==> config.mk <==
export PLATFORM = sky130hd
export DESIGN_NAME = piso_tx_flat
export DESIGN_NICKNAME = d
export VERILOG_FILES = /design/src/rtl/piso_tx_if.sv /design/src/rtl/piso_tx.sv /design/src/flat_wrapper.sv
export SDC_FILE = /design/constraint.sdc
export NUM_CORES = 1
export LEC_CHECK = 0
export ABC_CLOCK_PERIOD_IN_PS = 3600
export CAP_MARGIN = 20
export CORE_AREA = 2 2 42 44
export CTS_CLUSTER_SIZE = 25
export DETAILED_ROUTE_END_ITERATION = 12
export DIE_AREA = 0 0 44 46
export PLACE_DENSITY_LB_ADDON = 0.1
export SLEW_MARGIN = 40
export SYNTH_ARGS = -nofsm -noshare
export SYNTH_HDL_FRONTEND = slang
export SYNTH_SLANG_ARGS = --single-unit
==> constraint.sdc <==
create_clock -name clk -period 3.6 [get_ports clk]
set_input_delay 0.72 -clock clk [delete_from_list [all_inputs] [get_ports clk]]
set_output_delay 0.72 -clock clk [all_outputs]
set_load 0.01 [all_outputs]
==> src/rtl/piso_tx_if.sv <==
`default_nettype none
// ============================================================================
//  Module      : piso_tx_if
//  Description : Bundle of the piso_tx load handshake, bit-rate strobe and
//                serial-side outputs.
//                  master : parallel producer / serial consumer side
//                  slave  : the transmitter itself
//                Signals:
//                  load_valid  producer has a word on load_data
//                  load_data   WIDTH-bit word to transmit
//                  load_ready  transmitter can accept a word this cycle
//                  bit_en      bit-rate strobe (tie high for one bit per clk)
//                  ser_out     serial data, registered
//                  ser_valid   ser_out carries a frame bit
//                  frame_start first bit of a frame is on ser_out
//                  done        one-clk pulse after the last bit of a frame
//  Revision    : 1.0  initial release
// ============================================================================
interface piso_tx_if #(
    parameter int WIDTH = 8
);
    logic             load_valid;
    logic [WIDTH-1:0] load_data;
    logic             load_ready;
    logic             bit_en;
    logic             ser_out;
    logic             ser_valid;
    logic             frame_start;
    logic             done;

    modport master (
        output load_valid,
        output load_data,
        output bit_en,
        input  load_ready,
        input  ser_out,
        input  ser_valid,
        input  frame_start,
        input  done
    );

    modport slave (
        input  load_valid,
        input  load_data,
        input  bit_en,
        output load_ready,
        output ser_out,
        output ser_valid,
        output frame_start,
        output done
    );
endinterface
`default_nettype wire

==> src/rtl/piso_tx.sv <==
`default_nettype none
// ============================================================================
//  Module      : piso_tx
//  Description : Parallel-in/serial-out transmitter. Accepts a WIDTH-bit word
//                over a valid/ready handshake and shifts it out one bit per
//                enabled cycle (bit_en) on a registered serial line.
//                Back-to-back words are chained with no idle cycle.
//  Parameters  : WIDTH      word width, 2..32
//                MSB_FIRST  1: bit WIDTH-1 first, 0: bit 0 first
//  Ports       : clk        sole clock, rising edge
//                rst_n      synchronous active-low reset
//                bus        piso_tx_if.slave (load handshake, bit_en,
//                           ser_out / ser_valid / frame_start / done)
//  Revision    : 1.0  initial release
// ============================================================================
module piso_tx #(
    parameter int WIDTH     = 8,
    parameter bit MSB_FIRST = 1'b1
) (
    input  wire logic clk,
    input  wire logic rst_n,
    piso_tx_if.slave  bus
);

    localparam int              CNT_W    = $clog2(WIDTH);
    localparam logic [CNT_W-1:0] CNT_LAST = CNT_W'(WIDTH - 1);
    localparam logic [CNT_W-1:0] CNT_ONE  = CNT_W'(1);

    typedef enum logic [0:0] {
        IDLE  = 1'b0,
        SHIFT = 1'b1
    } state_t;

    state_t           state;
    logic [WIDTH-1:0] shreg;
    logic [CNT_W-1:0] cnt;
    logic             ser_valid_reg;
    logic             frame_start_reg;
    logic             done_reg;

    logic [WIDTH-1:0] shreg_next;
    logic             head_bit;
    logic             cnt_zero;
    logic             load_ready_int;

    // The bit on the line is always the head of the shift register, so
    // ser_out is a flop output with no extra register. The register is
    // cleared whenever the block idles, which keeps ser_out low in IDLE.
    generate
        if (MSB_FIRST) begin : g_msb_first
            assign shreg_next = {shreg[WIDTH-2:0], 1'b0};
            assign head_bit   = shreg[WIDTH-1];
        end else begin : g_lsb_first
            assign shreg_next = {1'b0, shreg[WIDTH-1:1]};
            assign head_bit   = shreg[0];
        end
    endgenerate

    assign cnt_zero = (cnt == '0);

    // Ready is a function of state and the strobe only; load_valid never
    // feeds back into it, so producers may wait on ready before raising valid.
    assign load_ready_int = (state == IDLE) |
                            ((state == SHIFT) & cnt_zero & bus.bit_en);

    always_ff @(posedge clk) begin
        if (!rst_n) begin
            // Any partial frame is dropped without a done pulse.
            state           <= IDLE;
            shreg           <= '0;
            cnt             <= '0;
            ser_valid_reg   <= 1'b0;
            frame_start_reg <= 1'b0;
            done_reg        <= 1'b0;
        end else begin
            done_reg <= 1'b0;
            case (state)
                IDLE: begin
                    // A load in IDLE does not wait for bit_en.
                    if (bus.load_valid) begin
                        shreg           <= bus.load_data;
                        cnt             <= CNT_LAST;
                        ser_valid_reg   <= 1'b1;
                        frame_start_reg <= 1'b1;
                        state           <= SHIFT;
                    end
                end

                SHIFT: begin
                    // Without bit_en everything holds, frame_start included,
                    // so the first bit keeps its marker for its full length.
                    if (bus.bit_en) begin
                        if (!cnt_zero) begin
                            shreg           <= shreg_next;
                            cnt             <= cnt - CNT_ONE;
                            frame_start_reg <= 1'b0;
                        end else begin
                            done_reg <= 1'b1;
                            if (bus.load_valid) begin
                                // Chain the next word onto this edge.
                                shreg           <= bus.load_data;
                                cnt             <= CNT_LAST;
                                frame_start_reg <= 1'b1;
                            end else begin
                                shreg           <= '0;
                                ser_valid_reg   <= 1'b0;
                                frame_start_reg <= 1'b0;
                                state           <= IDLE;
                            end
                        end
                    end
                end

                default: begin
                    state           <= IDLE;
                    shreg           <= '0;
                    cnt             <= '0;
                    ser_valid_reg   <= 1'b0;
                    frame_start_reg <= 1'b0;
                end
            endcase
        end
    end

    assign bus.load_ready  = load_ready_int;
    assign bus.ser_out     = head_bit;
    assign bus.ser_valid   = ser_valid_reg;
    assign bus.frame_start = frame_start_reg;
    assign bus.done        = done_reg;

endmodule
`default_nettype wire
==> src/flat_wrapper.sv <==
// flat-port wrapper written by rule: the top's interface ports become plain ports
module piso_tx_flat 
#(
    parameter int WIDTH     = 8,
    parameter bit MSB_FIRST = 1'b1
)
  (clk, rst_n, bus_load_valid, bus_load_data, bus_bit_en, bus_load_ready, bus_ser_out, bus_ser_valid, bus_frame_start, bus_done);
  piso_tx_if #(.WIDTH(WIDTH)) bus_i ();
  input  wire logic clk;
  input  wire logic rst_n;
  input wire logic [$bits(bus_i.load_valid)-1:0] bus_load_valid;
  input wire logic [$bits(bus_i.load_data)-1:0] bus_load_data;
  input wire logic [$bits(bus_i.bit_en)-1:0] bus_bit_en;
  output wire logic [$bits(bus_i.load_ready)-1:0] bus_load_ready;
  output wire logic [$bits(bus_i.ser_out)-1:0] bus_ser_out;
  output wire logic [$bits(bus_i.ser_valid)-1:0] bus_ser_valid;
  output wire logic [$bits(bus_i.frame_start)-1:0] bus_frame_start;
  output wire logic [$bits(bus_i.done)-1:0] bus_done;
  assign bus_i.load_valid = bus_load_valid;
  assign bus_i.load_data = bus_load_data;
  assign bus_i.bit_en = bus_bit_en;
  assign bus_load_ready = bus_i.load_ready;
  assign bus_ser_out = bus_i.ser_out;
  assign bus_ser_valid = bus_i.ser_valid;
  assign bus_frame_start = bus_i.frame_start;
  assign bus_done = bus_i.done;
  piso_tx #(.WIDTH(WIDTH), .MSB_FIRST(MSB_FIRST)) u_core (.clk(clk), .rst_n(rst_n), .bus(bus_i));
endmodule
==> insert_results.sql <==
INSERT INTO impl_metrics (metric_group, metric, value, unit) VALUES
('routing', 'detail_route.vias_per_cell', '5.35', ''),
('cells_and_area', 'nets', '115', ''),
('global_routing', 'grt_antenna_before_repair', '0', ''),
('routing', 'route.antenna.remaining_nets', '0', ''),
('setup_path', 'critical_path.top_delay_family', 'buffers and inverters', ''),
('cts', 'clkLatencyLatePin', '0.29', 'ns'),
('cells_and_area', 'nFillCells', '165', ''),
('outcome', 'run_status', 'finished, final reports clean', ''),
('setup_path', 'timing.rr.end', 'u_core.shreg[1]', ''),
('timing', 'timing.final.crit_share', '74.8', '%'),
('setup_path', 'crit_path_dat', '1.97', 'ns'),
('setup_path', 'start_kind', 'primary input', ''),
('cts', 'postCtsResizedCells', '0', ''),
('cts', 'tritoncts', 'done', ''),
('timing', 'fin_tns_setup', '0', 'ns'),
('setup_path', 'critPathMaxFanout', '2', ''),
('hold_path', 'min_delay_path_depth', '1', ''),
('die', 'dieHeight', '46', 'µm'),
('timing', 'worst-slew-pin-transition', '0.602', 'ns'),
('logic_synthesis', 'synth_enable_flop_cells', '0', ''),
('setup_path', 'crit_chain', 'clkdlybuf4s50_1 > inv_1 > o21ai_1 > clkdlybuf4s50_1', ''),
('setup_path', 'critical_path_class', 'primary input to output pin', ''),
('timing', 'final.min_clock_period', '2.69', 'ns'),
('logic_synthesis', 'synthCells', '84', ''),
('hold_path', 'hold_path.class', 'flip-flop to flip-flop', ''),
('logic_synthesis', 'synth.top_cells.by_count', '15 x dfxtp_1, 14 x nand2_1, 8 x a31oi_1, 7 x inv_1', ''),
('timing', 'setup_viol', '0', ''),
('cells_and_area', 'final_core_utilization', '56.9', '%'),
('cells_and_area', 'flip_flop_count_of_the_largest_register_all_copies_and_words_added', '8', ''),
('logic_synthesis', 'leading_cell_type_by_number_of_instances_after_synthesis', 'dfxtp_1', ''),
('logic_synthesis', 'synthesis.yosys.warnings', '0', ''),
('placed_design', 'place.port_buffers', '16', ''),
('setup_path', 'crit_end', 'bus_load_ready', ''),
('timing', 'timing.max_slew.rel_slack', '59.9', '%'),
('logic_synthesis', 'synth-seq-area-share', '40.3', '%'),
('setup_path', 'r2r_setup_slack', '2.07', 'ns'),
('die', 'design.die.area', '2020', 'µm²'),
('setup_path', 'max_stage_delay', '0.56', 'ns'),
('setup_path', 'required_time_of_the_worst_setup_path', '2.88', 'ns'),
('logic_synthesis', 'synth.area.top_cells', 'dfxtp_1 40%, nand2_1 7.1%, a31oi_1 6.7%', ''),
('routing', 'wire_per_inst', '12.7', 'µm'),
('cts', 'cts-hold-fix-buffers', '0', ''),
('cts', 'post-cts-setup-buffer-count', '0', ''),
('cells_and_area', 'top_register', 'u_core.shreg', ''),
('global_routing', 'global_route_congestion_overflow_total', '0', ''),
('global_routing', 'first_global_vias', '560', ''),
('placed_design', 'gp_congestion', '0.670', ''),
('logic_synthesis', 'ys_async_rst_share', '0', '%'),
('timing', 'grt_setup_unrepaired', 'false', ''),
('logic_synthesis', 'synth-seq-cells', '15', ''),
('routing', 'dr_total_vias', '626', ''),
('global_routing', 'grt_start_max_net_pins', '20', ''),
('cells_and_area', 'seqCellArea', '300', 'µm²'),
('timing', 'slew_viol_final', '0', ''),
('die', 'placement_rows', '15', ''),
('cts', 'clock-sinks', '15', ''),
('timing', 'finalClockSkew', '0.00122', 'ns'),
('setup_path', 'worstSetupStartpoint', 'bus_bit_en', ''),
('cells_and_area', 'flow.area_growth_from_synthesis', '23.4', '%'),
('routing', 'firstDrtPassIters', '4', ''),
('routing', 'drc', '0', ''),
('logic_synthesis', 'synth.net_count', '98', ''),
('die', 'coreArea', '1610', 'µm²'),
('setup_path', 'worst-path-stages', '4', ''),
('placed_design', 'detailed_place_hpwl', '1020', 'µm'),
('global_routing', 'wire_length_of_the_first_global_routing_pass', '2400', 'µm'),
('power', 'power-per-cell-area', '412', 'nW/µm²'),
('routing', 'finalWirelength', '1480', 'µm'),
('cts', 'htree_num_levels', '1', ''),
('setup_path', 'critPathSlowestCell', 'clkdlybuf4s50_1', ''),
('logic_synthesis', 'yosysTopAreaCellShare', '40.3', '%');
cells in the final DEF, fill, tap and decap left out, drive strengths merged, types with 2 or more instances in the layout:
master,n
clkdlybuf4s50,16
dfxtp,15
nand2,14
a31oi,8
inv,7
a21oi,7
nand4,6
nor2,4
clkbuf,3
o21ai,3
a41oi,2
o21a,2
a221oi,2
ha,2
buf,2
cell families (layout without fill, tap and decap cells):
logic type | count (synthesis) | after routing | synth area share, %
muxes | 1 | 1 | 1.51
DFF | 15 | 15 | 40.3
AOI/OAI and AO/OA | 26 | 26 | 26.1
buffers and inverters | 13 | 29 | 10.3
adders and majority gates | 2 | 2 | 3.36
and+or+nand+nor | 27 | 27 | 18.5
per-stage QoR:
stage / instances / worst slack (ns) / hold WS (ns) / area (µm²) / total power, mW
6_report: 117 / 0.907 / 0.471 / 918 / 0.378
5_1_grt: 117 / 0.869 / 0.498 / 918 / 0.402
4_1_cts: 117 / 0.903 / 0.474 / 918 / 0.384
3_5_place_dp: 113 / 0.903 / 0.453 / 891 / 0.287
3_3_place_gp: 113 / 0.900 / 0.450 / 891 / 0.285
2_1_floorplan: 84 / 1.85 / 0.441 / 744 / 0.260
layout make-up:
class,instances,share of cell area [%]
clock buffer,3,2.45
clock inverter,1,0.545
inverter,7,2.86
multi-input combinational,56,40.1
sequential,15,32.7
tap,17,2.32
timing repair buffer,18,19.1
report_power, final:
group / total, mW / switching, mW / internal [mW] / leakage (nW)
clock: 0.0965 / 0.0551 / 0.0413 / 0.0177
sequential: 0.187 / 0.00684 / 0.180 / 0.124
combinational: 0.0951 / 0.0505 / 0.0447 / 0.207
layer usage:
| layer | share of wire, % | wire length, µm | up-vias | global-route usage (%) |
|---|---|---|---|---|
| met4 | 0.67 | 10 | 0 | 5.45 |
| met2 | 45 | 673 | 12 | 26.8 |
| met1 | 49 | 728 | 275 | 19.4 |
| met3 | 4.8 | 71 | 3 | 7.14 |
| li1 | - | - | 336 | - |
| met5 | 0 | 0 | - | 0 |
worst min-delay path by stage:
| stage | end | slack (ns) |
|---|---|---|
| 2_1_floorplan | u_core.cnt[1] | 0.44 |
| 3_3_place_gp | u_core.cnt[1] | 0.45 |
| 3_5_place_dp | u_core.cnt[1] | 0.45 |
| 4_1_cts | u_core.shreg[1] | 0.47 |
| 5_1_grt | u_core.shreg[7] | 0.50 |
| 6_report | u_core.cnt[1] | 0.47 |
Note: power is estimated with default switching activity, not from simulation.
